`src/rtl/fir_tap_delay_line.sv`:
```
// rtl/fir_tap_delay_line.sv - streaming tap delay line feeding the adaptive FIR MAC
//
// Shifts one signed sample per accepted handshake into a FILTER_LENGTH-deep line.
// The whole line is presented as a packed window. The window is marked valid only
// once the line is primed.
//
// Optional build macro: TAP_ZERO_PRIME_EN
//   When defined, windows are exposed from the first accepted sample, and unfilled
//   taps read as zero.
//
// Ports:
//   clk         system clock, rising edge
//   rst_n       asynchronous active-low reset
//   s_sample    incoming signed sample
//   s_valid     s_sample is valid
//   s_ready     a sample can be accepted this cycle
//   flush       synchronous clear of the line and fill count
//   taps_out    packed taps; tap i at [(i+1)*FXP_WIDTH-1 -: FXP_WIDTH], tap0 newest
//   taps_valid  taps_out holds an exposable window
//   taps_ready  downstream consumes taps_out this cycle
//   fill_level  samples held, saturating at FILTER_LENGTH
//   primed      line holds FILTER_LENGTH samples
module fir_tap_delay_line #(
  parameter int FILTER_LENGTH = 32,
  parameter int FXP_WIDTH     = 16,
  parameter int TAP_BUS_WIDTH = FILTER_LENGTH * FXP_WIDTH,
  parameter int CNT_WIDTH     = $clog2(FILTER_LENGTH + 1)
) (
  input  logic                     clk,
  input  logic                     rst_n,
  input  logic [FXP_WIDTH-1:0]     s_sample,
  input  logic                     s_valid,
  output logic                     s_ready,
  input  logic                     flush,
  output logic [TAP_BUS_WIDTH-1:0] taps_out,
  output logic                     taps_valid,
  input  logic                     taps_ready,
  output logic [CNT_WIDTH-1:0]     fill_level,
  output logic                     primed
);

  typedef enum logic {PRIME, STREAM} state_t;

  localparam logic [CNT_WIDTH-1:0] FULL = CNT_WIDTH'(FILTER_LENGTH);

  state_t                   state, state_next;
  logic [CNT_WIDTH-1:0]     fill_q, fill_next;
  logic                     valid_q, valid_next;
  logic [TAP_BUS_WIDTH-1:0] line_q;
  logic                     accept;

  // One-entry pipeline: a new sample may enter only when the current window is
  // absent or is being consumed. The rst_n term keeps s_ready low during reset.
  assign s_ready = rst_n && !flush && (!valid_q || taps_ready);
  assign accept  = s_valid && s_ready;

  always_ff @(posedge clk or negedge rst_n) begin
    if (!rst_n) begin
      state   <= PRIME;
      fill_q  <= '0;
      valid_q <= 1'b0;
    end else begin
      state   <= state_next;
      fill_q  <= fill_next;
      valid_q <= valid_next;
    end
  end

  always_comb begin
    state_next = state;
    fill_next  = fill_q;
    valid_next = valid_q;
    if (flush) begin
      state_next = PRIME;
      fill_next  = '0;
      valid_next = 1'b0;
    end else if (accept) begin
      if (fill_q != FULL) begin
        fill_next = fill_q + 1'b1;
      end
      case (state)
        PRIME:   if (fill_q == FULL - 1'b1) state_next = STREAM;
        STREAM:  state_next = STREAM;
        default: state_next = PRIME;
      endcase
`ifdef TAP_ZERO_PRIME_EN
      valid_next = 1'b1;
`else
      // The window becomes valid on the accept that fills the line, and it stays
      // valid on every later accept.
      valid_next = (state == STREAM) || (fill_q == FULL - 1'b1);
`endif
    end else if (taps_ready && valid_q) begin
      valid_next = 1'b0;
    end
  end

  // Tap0 occupies the low bits, so a shift moves every tap up one slot.
  always_ff @(posedge clk or negedge rst_n) begin
    if (!rst_n) begin
      line_q <= '0;
    end else if (flush) begin
      line_q <= '0;
    end else if (accept) begin
      line_q <= {line_q[TAP_BUS_WIDTH-FXP_WIDTH-1:0], s_sample};
    end
  end

  assign taps_out   = line_q;
  assign taps_valid = valid_q;
  assign fill_level = fill_q;
  assign primed     = (state == STREAM);

endmodule

```
`config.mk`:
```
export PLATFORM = sky130hd
export DESIGN_NAME = fir_tap_delay_line
export DESIGN_NICKNAME = d
export VERILOG_FILES = /design/src/rtl/fir_tap_delay_line.sv
export SDC_FILE = /design/constraint.sdc
export NUM_CORES = 1
export LEC_CHECK = 0
export CORE_MARGIN = 5
export CORE_UTILIZATION = 33
export DETAILED_ROUTE_END_ITERATION = 7
export SLEW_MARGIN = 10
export SYNTH_ARGS = -nofsm -noshare
export SYNTH_HDL_FRONTEND = slang
export SYNTH_SLANG_ARGS = --single-unit
```
`constraint.sdc`:
```
create_clock -name clk -period 1.8 [get_ports clk]
set_clock_uncertainty 0.1 [all_clocks]
set_input_delay 0.18 -clock clk [delete_from_list [all_inputs] [get_ports clk]]
set_output_delay 0.18 -clock clk [all_outputs]
set_load 0.05 [all_outputs]
```
==> qor.csv <==
stage,metric,value,unit
drt,ant_nets,0,
grt,overflow,0,
power_and_ir_drop,p_leak,16.1,nW
timing,worst_slew_pin_slew,0.779,ns
clock_network,clkLatencyLatePin,0.59,ns
timing,hold_viol,171,
grt,grt_max_degree,194,
die,core_area,61600,um^2
timing,slew_viol_final,0,
die,rows,91,
drt,wl_met3,6700,um
die,dieArea,67100,um^2
critical_path,critical_path_peak_fanout,29,
placed_design,placed_area,26100,um^2
drt,drt_wl_total,72700,um
power_and_ir_drop,ir_worst_vdd,0.754,mV
critical_path,crit_path_top_delay_cell,dfrtp_2,
grt,grt_antenna_before_repair,0,
logic_synthesis,synthArstFlopShare,100,%
logic_synthesis,syn_area_per_cell,9.03,um^2
final_layout,diodes,0,
final_layout,layout_commonest_cell,nand2_1,
clock_network,cts.sinks,520,
clock_network,postCtsHoldBufs,13,
placed_design,finalWeightedCongestion,0.897,
power_and_ir_drop,power_density,908,nW/um^2
logic_synthesis,synth_edf_count,0,
logic_synthesis,seq_area_frac_synth,63.6,%
outcome,status,"complete, but fails checks",
clock_network,htreeDepth,2,
critical_path,startpoint_type,register,
logic_synthesis,syn-cell-area,20500,um^2
timing,whs,-0.122,ns
final_layout,final_area,28400,um^2
grt,grt_first_pass_wirelength,111000,um
logic_synthesis,yosysUniqueCellTypes,28,
drt,wl_met2,33800,um
logic_synthesis,synth.net_count,2289,
final_layout,drive_gt1_share,25.4,%
clock_network,clockRootBuffer,clkbuf_16,
drt,drtPass1Iterations,5,
grt,grt_use_total,20.7,%
timing,relSlewSlack,48.1,%
clock_network,clockBufferDepth,3,
drt,vias_per_cell,4.91,
logic_synthesis,yosys_warnings,0,
critical_path,required,2.22,ns
critical_path,critical_path_arrival,2.17,ns
final_layout,fin_nets,2837,
drt,highest_layer,met4,
hold_path,hold_path.class,in -> async,
final_layout,n_fill_cell,5911,
final_layout,final_cell_mix,"1,029 x nand2_1, 580 x buf_4, 519 x dfrtp_1",
drt,wl_per_cell,19.7,um
drt,met1_length,30200,um
grt,grt_pass1_vias,18100,
final_layout,area_delta_synth_final,38.6,%
logic_synthesis,postSynthCellCount,2266,
drt,drt_iter0_markers,1484,
die,start_util,33.2,%
timing,finalCriticalPeriod,1.75,ns
logic_synthesis,synth-main-ff-cell,dfrtp_1,
outcome,violations,negative hold slack,
placed_design,dp_slack,-0.163,ns
timing,finalCritPeriodShare,97.0,%
die,die_w,259,um
drt,route.vias.total,18200,
clock_network,cts_tree,built,
clock_network,clk_pin_slew_worst_paths,0.06,ns
logic_synthesis,ys_seq_elements,520,
placed_design,dp_hpwl,52100,um
timing,setup-violations-final,0,
critical_path,crit_chain,nor2b_4 > nor3b_4 > buf_12 > buf_12 > buf_4 > nand2_1 > nand2_1,
drt,drc,0,
run,max_cap_violations,0,
timing,max_freq,0.573,GHz
critical_path,critPathKind,reg -> reg,
timing,rsz0062_at_grt,true,
die,die_y,259,um
timing,worst_slack,0.0546,ns
placed_design,numPortBuffers,541,
die,io_pins,542,
critical_path,cp-end-kind,register,
clock_network,cts_inserted_buffers,57,
critical_path,cpPeakStageDelay,0.41,ns
sequential cells by signal, indices dropped and copies added (netlist names):
name and flops:
fill_level 6, taps_out 512, primed 1, taps_valid 1
Yosys cell counts, types with 3 or more instances:
master	instances	area, um^2
buf_1	34	128
clkbuf_1	57	214
dfrtp_1	520	13000
buf_2	66	330
a21oi_1	19	95.1
buf_4	12	90.1
o21ai_0	4	20.0
nand3_1	496	2480
nor2_1	3	11.3
nand2_1	1029	3860
inv_1	4	15.0
power by group:
group          total, W  internal (W)  switching, W  leakage [nW]
sequential       0.0118        0.0117     0.0000645          7.26
combinational   0.00149      0.000424       0.00106          7.85
clock            0.0124       0.00761       0.00483         0.990
total            0.0257        0.0198       0.00596          16.1
timing repair:
action | 4_1_cts | 5_1_grt
gates cloned | 0 | 1
gates resized for setup | 16 | 5
hold endpoints to repair | 335 | 171
setup buffers | 1 | 4
setup endpoints to repair | 5 | 71
pin swaps | 1 | 1
critical path, delay by kind of cell (launching register included):
| kind | cells | cell delay (ns) |
|---|---|---|
| buffers and inverters | 3 | 0.57 |
| flip-flops | 1 | 0.41 |
| AND/OR/NAND/NOR | 4 | 0.58 |
layer usage:
metal | vias to the layer above | track usage, %
li1 | 8419 | -
met1 | 8993 | 27.5
met2 | 647 | 33.2
met3 | 102 | 6.44
met4 | 0 | 5.68
met5 | - | 0
worst paths after layout:
| check | from | endpoint | slack (ns) | cells past startpoint |
|---|---|---|---|---|
| min in group clk | s_sample[1] | taps_out[1] | 0.06 | 3 |
| worst max register to register | taps_valid | taps_out[395] | 0.05 | 7 |
| max in group asynchronous | rst_n | taps_out[154] | 0.60 | 5 |
| worst min register to register | taps_out[221] | taps_out[237] | 0.39 | 2 |
| worst min-delay path | rst_n | taps_out[483] | -0.12 | 3 |
| worst max-delay path | taps_valid | taps_out[395] | 0.05 | 7 |
final cells by class:
type                       instances  area, um^2  area share [%]
clock inverter                    19         290            1.02
tap                              837        1050            3.69
timing repair buffer             660        5580            19.7
inverter                           4        22.5          0.0794
sequential                       520       13000            45.9
multi-input combinational       1571        6660            23.5
clock buffer                      87        1730            6.11
cell families after synthesis:
family	count (synthesis)	share of synthesized area [%]
AND/OR/NAND/NOR	1539	31.5
flip-flops	520	63.6
buffers and inverters	175	3.91
AO/OA/AOI/OAI	27	0.722
XOR/XNOR	2	0.0857
adder cells (fa/ha/maj)	2	0.122
multiplexers	1	0.0489
through the flow:
stage / setup TNS (ns) / utilization [%] / hold WS, ns / power, W / std cells
floorplan: 0 / - / -0.216 / 0.0127 / 2266
global placement: -38.55 / 42.3 / 0.245 / 0.0135 / 3573
detailed placement: -53.53 / 42.3 / 0.250 / 0.0135 / 3573
CTS: 0 / 45.9 / 0.0120 / 0.0260 / 3692
global route: -0.222 / 46.0 / -0.0987 / 0.0266 / 3698
finish: 0 / 46.0 / -0.122 / 0.0257 / 3698
Power figures use the tool's default switching activity.
